$ cat config.mk
export PLATFORM = sky130hd
export DESIGN_NAME = out_uart_tx
export DESIGN_NICKNAME = d
export VERILOG_FILES = /design/src/rtl/out_uart_tx.sv
export SDC_FILE = /design/constraint.sdc
export NUM_CORES = 1
export LEC_CHECK = 0
export ABC_AREA = 1
export CORE_UTILIZATION = 37
export DETAILED_ROUTE_END_ITERATION = 7
export GPL_ROUTABILITY_DRIVEN = 0
export GPL_TIMING_DRIVEN = 0
export SETUP_SLACK_MARGIN = 0.1
export SLEW_MARGIN = 20
export SYNTH_ARGS = -nofsm -noshare
export SYNTH_HDL_FRONTEND = slang
export SYNTH_SLANG_ARGS = --single-unit
$ cat constraint.sdc
create_clock -name clk -period 1.5 [get_ports clk]
set_input_delay 0.3 -clock clk [delete_from_list [all_inputs] [get_ports clk]]
set_output_delay 0.3 -clock clk [all_outputs]
set_load 0.01 [all_outputs]
$ cat src/rtl/out_uart_tx.sv
// Serial output stage for the nic8 core: a small byte FIFO that captures the
// core's output strobe, drained by an 8N1 UART transmitter. Never back-pressures;
// pushes into a full FIFO are discarded and flagged in a sticky drop bit.
module out_uart_tx #(
    parameter int unsigned CLKS_PER_BIT = 4,
    parameter int unsigned FIFO_DEPTH   = 4
) (
    input  logic                          clk,
    input  logic                          reset,
    input  logic                          out_strobe,
    input  logic [7:0]                    out_data,
    output logic                          tx,
    output logic                          busy,
    output logic                          full,
    output logic                          dropped,
    output logic [$clog2(FIFO_DEPTH):0]   count
);

    localparam int unsigned PW = $clog2(FIFO_DEPTH);
    localparam int unsigned CW = PW + 1;
    localparam int unsigned BW = (CLKS_PER_BIT > 1) ? $clog2(CLKS_PER_BIT) : 1;
    localparam logic [BW-1:0] BAUD_LAST = BW'(CLKS_PER_BIT - 1);
    localparam logic [CW-1:0] DEPTH_C   = CW'(FIFO_DEPTH);

    typedef enum logic [1:0] {IDLE, START, DATA, STOP} state_t;

    state_t          state, state_n;
    logic [BW-1:0]   baud, baud_n;
    logic [2:0]      bit_idx, bit_n;
    logic [7:0]      shift, shift_n;
    logic            tx_n;
    logic            pop;
    logic            push;
    logic [CW-1:0]   count_n;
    logic [PW-1:0]   wr_ptr, rd_ptr;
    logic [7:0]      mem [FIFO_DEPTH];

    // A full FIFO refuses the push even if the transmitter pops this cycle.
    assign push = out_strobe && (count < DEPTH_C);

    // Occupancy update; a simultaneous push and pop cancel out.
    always_comb begin
        count_n = count;
        if (push && !pop) begin
            count_n = count + CW'(1);
        end else if (!push && pop) begin
            count_n = count - CW'(1);
        end
    end

    // Transmitter next-state, pop request and next line level.
    always_comb begin
        state_n = state;
        baud_n  = baud;
        bit_n   = bit_idx;
        shift_n = shift;
        pop     = 1'b0;
        case (state)
            IDLE: begin
                if (count != '0) begin
                    pop     = 1'b1;
                    shift_n = mem[rd_ptr];
                    baud_n  = '0;
                    state_n = START;
                end
            end
            START: begin
                if (baud == BAUD_LAST) begin
                    baud_n  = '0;
                    bit_n   = 3'd0;
                    state_n = DATA;
                end else begin
                    baud_n = baud + BW'(1);
                end
            end
            DATA: begin
                if (baud == BAUD_LAST) begin
                    baud_n  = '0;
                    shift_n = {1'b0, shift[7:1]};
                    if (bit_idx == 3'd7) begin
                        state_n = STOP;
                    end else begin
                        bit_n = bit_idx + 3'd1;
                    end
                end else begin
                    baud_n = baud + BW'(1);
                end
            end
            STOP: begin
                if (baud == BAUD_LAST) begin
                    baud_n = '0;
                    if (count != '0) begin
                        pop     = 1'b1;
                        shift_n = mem[rd_ptr];
                        state_n = START;
                    end else begin
                        state_n = IDLE;
                    end
                end else begin
                    baud_n = baud + BW'(1);
                end
            end
            default: state_n = IDLE;
        endcase
        // The line register follows the state being entered so it changes on the same edge.
        case (state_n)
            START:   tx_n = 1'b0;
            DATA:    tx_n = shift_n[0];
            default: tx_n = 1'b1;
        endcase
    end

    // Transmitter state and registered line outputs.
    always_ff @(posedge clk or posedge reset) begin
        if (reset) begin
            state   <= IDLE;
            baud    <= '0;
            bit_idx <= 3'd0;
            shift   <= 8'd0;
            tx      <= 1'b1;
            busy    <= 1'b0;
        end else begin
            state   <= state_n;
            baud    <= baud_n;
            bit_idx <= bit_n;
            shift   <= shift_n;
            tx      <= tx_n;
            busy    <= (state_n != IDLE);
        end
    end

    // FIFO pointers, occupancy and status flags.
    always_ff @(posedge clk or posedge reset) begin
        if (reset) begin
            wr_ptr  <= '0;
            rd_ptr  <= '0;
            count   <= '0;
            full    <= 1'b0;
            dropped <= 1'b0;
        end else begin
            if (push) begin
                wr_ptr <= wr_ptr + PW'(1);
            end
            if (pop) begin
                rd_ptr <= rd_ptr + PW'(1);
            end
            if (out_strobe && !push) begin
                dropped <= 1'b1;
            end
            count <= count_n;
            full  <= (count_n == DEPTH_C);
        end
    end

    // FIFO storage; contents need no reset since occupancy gates every read.
    always_ff @(posedge clk) begin
        if (push) begin
            mem[wr_ptr] <= out_data;
        end
    end

endmodule

==> results.toml, run 1 <==
[min_path]
min_path_type = "in2async"

[synthesis]
synth_xor_area_share_pct = 0.902
yosys.area_share.adder_pct = 6.44
yosys.area_share.simple_pct = 22.9
ys_ff_latch = 58
synth-edff-count = 32
netlist_area_um2 = 2910
synth.area.mux_share_pct = 0
syn_avg_cell_area_um2 = 9.65
synthFlopType = "edfxtp_1"
synth_top_family_by_area = "simple AND/OR/NAND/NOR gates"
synth-compound-area-share_pct = 6.62
synthArstFlopShare_pct = 44.8
synth_cell_types = 30
synth.net_count = 328
yosysSeqAreaShare_pct = 55.4
yosys_warnings = 0
synthCells = 302

[sta]
worst_pin_slew_ps = 563
period_minus_slack_ps = 1520
worst_slack_ps = -16.2
maxSlewHeadroom_pct = 62.4
fin_crit_sh_pct = 101
setup_viol_count_final = 2
hold_violations = 0
setup_tns_ps = -29.3
maxSlewViolCount = 0
skew_ps = 10.0
fmax_mhz = 660
rsz0062_at_grt = "true"

[detailed_routing]
drtPass1Iterations = 4
drc = 0
wl_um = 6610
viasPerCell = 4.86
vias = 2265
ant_nets = 0
wl_per_cell_um = 14.2
drt_iter0_markers = 108

[die]
initial_core_util_pct = 39.1
core-area_um2 = 7450
die_h_um = 90.7
fp.dieW_um = 90.7
die-area_um2 = 8230
io_pins = 18
row_count = 31

[worst_setup_path]
r2r_cells = 12
cp-start-kind = "flop"
required_ps = 1730
critPathCaptureType = "flop"
arrival_ps = 1740
crit_path_max_fanout = 6
worstSetupPathType = "reg2reg"

[clock_network]
htreeDepth = 3
clock_latency_ps = 340
clk_pin_slew_ps = 70
clock_tree.root_cell = "clkbuf_8"
cts_buffers = 9
clock_sinks = 58
hold_buffers = 0
cts_tree = "built"
clock_path_buffers = 2

[finish]
final_nets = 388
antenna_cells = 0
fill_cells = 660
drive_gt1_share_pct = 37.3
area_delta_synth_final_pct = 37.7
fin_util_pct = 53.8

[grt]
grt-ovfl-total = 0
grt_pass1_wl_um = 11100
grt_max_degree = 27
grt_pass1_vias = 2307
track_usage_pct = 17.4
antenna_found_initial = 0

[pwr]
irDropWorstVdd_mv = 0.644
p_leak_uw = 0.00175
p_per_area_nw_per_um2 = 1010

[run_status]
violations = "setup timing"
status = "finished with violations"

[placement]
dp_hpwl_um = 3740
port_buffers = 17

[job]
cap_violations = 0
-- area by class of cell --
cell class                 instances  area [um^2]  area share [%]
multi-input combinational        195         1340            33.4
inverter                          42          188            4.68
sequential                        58         1620            40.3
timing repair buffer              49          467            11.6
clock inverter                     7         70.1            1.75
tap                               99          124            3.09
buffer                             7         81.3            2.03
clock buffer                       9          124            3.09
-- per-stage QoR --
step                      cell area, um^2  power, uW  hold WS [ps]  std cells  setup WS, ps
after floorplan                      2950       2220           339        302          94.0
after global placement               3240       2390           448        418          -558
after detailed placement             3240       2410           458        418          -570
after CTS                            3890       4030           471        461         0.201
after global routing                 4010       4230           414        466          -107
final                                4010       4050           337        466         -16.2
-- worst paths after layout --
check | endpoint | start | slack, ps
worst min register to register | dropped | dropped | 470
worst min-delay path | shift[0] | reset | 340
max in group asynchronous | state[0] | reset | 760
min in group clk | dropped | dropped | 470
worst max-delay path | shift[5] | count[1] | -20
worst max register to register | shift[5] | count[1] | -20
-- state kept, by name (all words and copies together) (netlist names) --
name	flops
shift	8
busy	1
bit_idx	3
rd_ptr	2
wr_ptr	2
dropped	1
baud	2
mem	32
full	1
tx	1
count	3
state	2
-- layer usage --
metal	track usage, %	up-vias	wire (um)
met1	20.8	1109	2850
met4	6.85	0	86
met2	30.8	39	3470
met5	0	-	0
li1	-	1107	-
met3	3.20	10	200
-- worst max-delay path, stage by stage (launching register included) --
cell	delay, ps
dfrtp_1	370
buf_6	120
inv_4	40
ha_4	150
nand2_4	80
buf_12	140
buf_8	120
buf_4	110
nand3_2	80
nand2_1	70
nand2_1	40
nand2_1	50
nand2_1	40
-- cells by family (layout without fill, tap and decap cells) --
kind of cell / after synthesis / count (layout)
adder cells (fa/ha/maj): 15 / 15
flip-flops: 58 / 58
buffers and inverters: 49 / 114
AND/OR/NAND/NOR: 143 / 143
AO/OA/AOI/OAI: 34 / 34
XOR/XNOR: 3 / 3
-- Yosys cell counts (2+ instances only) --
| cell | number | area [um^2] |
|---|---|---|
| inv_2 | 6 | 22.5 |
| nor2_1 | 33 | 124 |
| o21ai_0 | 16 | 80.1 |
| dfrtp_1 | 25 | 626 |
| xor2_1 | 3 | 26.3 |
| a21oi_1 | 3 | 15.0 |
| nand3_1 | 21 | 105 |
| nand2_1 | 73 | 274 |
| o211ai_1 | 2 | 15.0 |
| nand2_2 | 4 | 25.0 |
| ha_1 | 15 | 188 |
| buf_6 | 2 | 22.5 |
| inv_1 | 35 | 131 |
| nand2_4 | 2 | 22.5 |
| nand3_2 | 2 | 20.0 |
| a32o_1 | 2 | 20.0 |
| buf_4 | 3 | 22.5 |
| edfxtp_1 | 32 | 961 |
| o21ai_1 | 9 | 45.0 |
| nand4_1 | 4 | 25.0 |
-- report_power, final --
group,internal (uW),switching [uW],total (uW)
combinational,350,429,779
clock,760,655,1410
sequential,1800,50.2,1850
-- what timing repair did --
| item | CTS | global route |
|---|---|---|
| setup buffers | 25 | 6 |
| pin swaps | 21 | 23 |
| setup endpoints to repair | 56 | 52 |
| cloned | 2 | 1 |
| resized for setup | 69 | 36 |
-- placed cells by master, fill, tap and decap left out, drive strengths merged, types with 11 or more instances in the layout --
master	synthesis	final
buf	7	39
clkbuf	0	11
dfrtp	25	25
edfxtp	32	32
ha	15	15
inv	41	40
nand2	80	80
nand3	24	24
nor2	34	34
o21ai	26	26
Note: power is estimated with default switching activity, not from simulation.
==> inputs of run 2 (changes only) <==
--- a/config.mk
+++ b/config.mk
@@ -7,6 +7,7 @@
 export LEC_CHECK = 0
 export ABC_AREA = 1
 export CORE_UTILIZATION = 37
+export CTS_BUF_LIST = sky130_fd_sc_hd__clkbuf_2
 export DETAILED_ROUTE_END_ITERATION = 7
 export GPL_ROUTABILITY_DRIVEN = 0
 export GPL_TIMING_DRIVEN = 0
==> run 2 against run 1 <==
  * Largest cell class unchanged
  * Sequential share of layout area is 0.72 points higher
  * Hold slack worse by 190 ps
  * Combinational power is 11% higher
  * Largest power group unchanged
  * Design area is 1.7% lower
  * Core utilization is 0.94 points lower
  * Sequential cell count stayed put
  * Total power is 8.4% lower
  * Sequential power hardly changed
  * The flow still finishes with violations (setup timing)
  * Register-to-register slack worse by 70 ps
  * Clock skew is 11 ps higher
==> results.toml, run 2 (same netlist as run 1, synthesis figures left out) <==
[die]
fp.dieW_um = 90.7
core-area_um2 = 7450
die-area_um2 = 8230
io_pins = 18
initial_core_util_pct = 39.1
row_count = 31
die_h_um = 90.7

[clock_network]
cts_buffers = 9
clock_path_buffers = 2
clock_tree.root_cell = "clkbuf_2"
clock_latency_ps = 490
htreeDepth = 3
clock_sinks = 58
clk_pin_slew_ps = 180
cts_tree = "built"
hold_buffers = 0

[worst_setup_path]
crit_path_max_fanout = 5
arrival_ps = 1980
cp-start-kind = "flop"
required_ps = 1890
critPathCaptureType = "flop"
worstSetupPathType = "reg2reg"

[grt]
grt-ovfl-total = 0
grt_pass1_vias = 2259
antenna_found_initial = 0
use_met2_pct = 28.5
track_usage_pct = 17.0
grt.busiest_layer = "met2"
grt_max_degree = 27
grt_pass1_wl_um = 10800
gr-usage-met1_pct = 20.6
grt_util_met3_pct = 3.70

[job]
cap_violations = 0

[sta]
worst_pin_slew_ps = 557
fin_crit_sh_pct = 106
hold_violations = 0
rsz0062_at_grt = "true"
period_minus_slack_ps = 1590
maxSlewHeadroom_pct = 62.8
maxSlewViolCount = 0
worst_slack_ps = -86.8
fmax_mhz = 630
skew_ps = 21.3
setup_viol_count_final = 5

[finish]
layout_commonest_cell = "nand2_1"
final_cell_mix = "nand2_1 (64), edfxtp_1 (32), nor2_1 (26)"
largest_register_ffs = 32
drive_gt1_share_pct = 37.1
fill_cells = 672
area_delta_synth_final_pct = 35.3
largestRegisters = "mem x32, shift x8"
antenna_cells = 0
fin_util_pct = 52.9
regMostFlops = "mem"
final_nets = 385

[min_path]
min_path_type = "in2async"

[detailed_routing]
wl_per_cell_um = 14.2
drtPass1Iterations = 4
drc = 0
drt_iter0_markers = 144
viasPerCell = 4.81
ant_nets = 0
wl_um = 6550
vias = 2227

[pwr]
pwr-share-clk_pct = 26.8
power_uw = 3710
combPwrFrac_pct = 23.4
seqPwrFrac_pct = 49.9
p_leak_uw = 0.00172
p_per_area_nw_per_um2 = 941
irDropWorstVdd_mv = 0.658
p_sw_share_pct = 30.2
p_sw_uw = 1120
internal_power_uw = 2590

[placement]
dp_hpwl_um = 3740
port_buffers = 17

[run_status]
violations = "setup timing"
status = "finished with violations"
run 2: metal layers:
| metal | wire, um | part of all wire, % |
|---|---|---|
| met5 | 0 | 0 |
| met4 | 114 | 1.7 |
| met3 | 307 | 4.7 |
| met2 | 3400 | 52 |
| met1 | 2730 | 42 |
run 2: final cells by class:
class	instances	area [um^2]	share of cell area, %
well taps	99	124	3.14
clock inverters	7	70.1	1.78
clock buffers	9	45.0	1.14
multi-input cells	195	1340	34.1
inverters	42	185	4.70
repair buffers	46	475	12.1
plain buffers	7	81.3	2.06
flip-flops and latches	58	1620	41.0
run 2: repair_timing:
action	CTS	global route
buffers inserted	20	7
gates cloned	2	0
resized for setup	87	30
pin swaps	18	21
setup endpoints to repair	56	36
run 2: worst paths after layout:
kind,slack [ps],startpoint,depth (start not counted),end
max in group asynchronous,940,reset,2,state[1]
min in group clk,430,out_data[1],1,mem[1][1]
worst max-delay path,-90,state[1],8,full
worst max register to register,-90,state[1],8,full
worst min register to register,490,dropped,1,dropped
worst min-delay path,150,reset,2,shift[1]
run 2: power groups by stage:
stage | logic (uW) | registers [uW] | clock network [uW]
detailed placement | 515 | 1890 | 0
CTS | 745 | 1850 | 1020
global placement | 499 | 1890 | 0
finish | 866 | 1850 | 992
global route | 949 | 1860 | 1100
floorplan | 323 | 1900 | 0
run 2: per-stage QoR:
step	hold slack [ps]	TNS (ps)	std cells	setup WS, ps	cell area, um^2
floorplan	339	0	302	94.0	2950
global placement	448	-19200	418	-558	3240
detailed placement	458	-20120	418	-570	3240
CTS	350	-6.67	456	-6.67	3740
global route	174	-835	463	-163	3940
finish	152	-132	463	-86.8	3940
run 2: worst max-delay path, cell delays in order, from the launching register on:
cell	delay, ps
dfrtp_2	510
inv_4	120
ha_4	210
inv_4	80
nand3_4	120
nand2_4	120
nand3_1	90
o211ai_1	160
nor2_1	80
==> inputs of run 3 (changes only) <==
--- a/config.mk
+++ b/config.mk
@@ -11,6 +11,8 @@
 export DETAILED_ROUTE_END_ITERATION = 7
 export GPL_ROUTABILITY_DRIVEN = 0
 export GPL_TIMING_DRIVEN = 0
+export HOLD_SLACK_MARGIN = 0.03
+export PLACE_DENSITY = 0.65
 export SETUP_SLACK_MARGIN = 0.1
 export SLEW_MARGIN = 20
 export SYNTH_ARGS = -nofsm -noshare
==> run 3 against run 2 <==
  * The run still ends with setup timing left
  * Count of clock-buffer cells in the layout grew 1
  * Worst setup slack gained 39 ps
  * Hold slack gained 41 ps
  * Largest cell class unchanged
==> results.toml, run 3 (same netlist as run 1, synthesis figures left out) <==
[finish]
largest_register_ffs = 32
regMostFlops = "mem"
final_cell_mix = "nand2_1 (63), edfxtp_1 (32), nor2_1 (26)"
layout_commonest_cell = "nand2_1"
antenna_cells = 0
design_area_um2 = 3980
drive_gt1_share_pct = 38.6
area_delta_synth_final_pct = 36.7
largestRegisters = "mem x32, shift x8"
final_nets = 394

[detailed_routing]
met1_length_um = 2880
wl_um = 6670
wl_met2_um = 3380
drt_iter0_markers = 71
vias = 2314
drtPass1Iterations = 5
routed.top_layer = "met4"
drc = 0
viasPerCell = 4.90
ant_nets = 0
wl_met3_um = 274
wl_per_cell_um = 14.1

[sta]
setup_viol_count_final = 8
fmax_mhz = 646
skew_ps = 24.9
hold_violations = 0
maxSlewHeadroom_pct = 37.2
worst_pin_slew_ps = 936
setup_tns_ps = -231
period_minus_slack_ps = 1550
fin_crit_sh_pct = 103
maxSlewViolCount = 0
worst_slack_ps = -47.6
rsz0062_at_grt = "true"

[clock_network]
clk_pin_slew_ps = 160
clock_path_buffers = 2
clock_sinks = 58
clock_tree.root_cell = "clkbuf_2"
clock_latency_ps = 500
cts_tree = "built"
htreeDepth = 3
cts_buffers = 9
hold_buffers = 0

[run_status]
status = "finished with violations"
violations = "setup timing"

[pwr]
p_per_area_nw_per_um2 = 874
p_leak_uw = 0.00174
irDropWorstVdd_mv = 0.859
power_uw = 3480

[worst_setup_path]
cp_slowest_cell = "dfrtp_1"
worstSetupPathType = "reg2reg"
cp_cell_sequence = "buf_6 -> inv_4 -> ha_4 -> nand2_8 -> buf_12 -> buf_8 -> buf_4 -> nand3_2 -> nand2_1 -> nand2_1 -> nand2_1 -> nand2_1"
crit_path_max_fanout = 6
cpMostUsedCell = "nand2_1"
arrival_ps = 1980
cp-start-kind = "flop"
critPathCaptureType = "flop"
max_stage_delay_ps = 430
required_ps = 1930

[placement]
placed_area_um2 = 3240
dp_hpwl_um = 3750
port_buffers = 17

[die]
row_count = 31
die_h_um = 90.7
io_pins = 18
core-area_um2 = 7450
die-area_um2 = 8230
fp.dieW_um = 90.7
initial_core_util_pct = 39.1

[grt]
grt_max_degree = 27
antenna_found_initial = 0
grt_pass1_vias = 2267
grt-ovfl-total = 0
grt_pass1_wl_um = 10400
track_usage_pct = 16.3

[min_path]
min_path_type = "in2async"

[job]
cap_violations = 0
-- run 3: cell types whose count changed in the layout (fill, tap and decap cells not counted), sizes merged --
cell,delta
buf,+8
clkinv,+3
clkbuf,+2
inv,-2
bufinv,-1
clkinvlp,-1
-- run 3: stage by stage --
stage	setup WS, ps	std cells	hold WS, ps	util, %
final	-47.6	472	194	53.5
after global routing	-154	472	240	53.5
after CTS	-70.4	448	327	47.8
after detailed placement	-606	418	451	43.5
after global placement	-542	418	447	43.5
after floorplan	94.0	302	339	-
-- run 3: layout make-up --
cell class,instances,area (um^2)
inverter,42,190
fill,636,3470
timing repair buffer,55,539
clock buffer,10,50.0
buffer,7,77.6
tap,99,124
sequential,58,1620
multi-input combinational,195,1350
clock inverter,6,33.8
-- run 3: power by group --
group / internal [uW] / total (uW) / leakage, uW / switching [uW]
logic: 393 / 831 / 0.00109 / 438
registers: 1800 / 1850 / 0.000593 / 51.2
clock network: 210 / 796 / 0.0000551 / 587
total: 2400 / 3480 / 0.00174 / 1080
-- run 3: path summary, 6_finish.rpt --
| kind | from | endpoint | slack [ps] | depth (start not counted) |
|---|---|---|---|---|
| max | count[1] | shift[5] | -50 | 12 |
| min | reset | state[0] | 190 | 2 |
| max reg2reg | count[1] | shift[5] | -50 | 12 |
| min reg2reg | shift[0] | shift[0] | 480 | 2 |
| max in group asynchronous | reset | count[2] | 840 | 2 |
| min in group clk | out_data[1] | mem[0][1] | 430 | 1 |
-- run 3: layer usage --
| metal | global-route usage (%) | up-vias |
|---|---|---|
| li1 | - | 1121 |
| met1 | 18.5 | 1119 |
| met2 | 28.3 | 60 |
| met3 | 4.46 | 14 |
| met4 | 7.53 | 0 |
| met5 | 0 | - |
-- run 3: critical path, delay by kind of cell (launching register included) --
kind | cells | cell delay (ps)
buffers and inverters | 5 | 570
DFF | 1 | 430
adders and majority gates | 1 | 140
and+or+nand+nor | 6 | 340
-- run 3: repair_timing --
action	4_1_cts	5_1_grt
cloned	2	1
buffers inserted	12	23
resized for setup	69	53
endpoints found under the hold margin	0	0
pin swaps	17	27
endpoints found under the setup margin	56	58
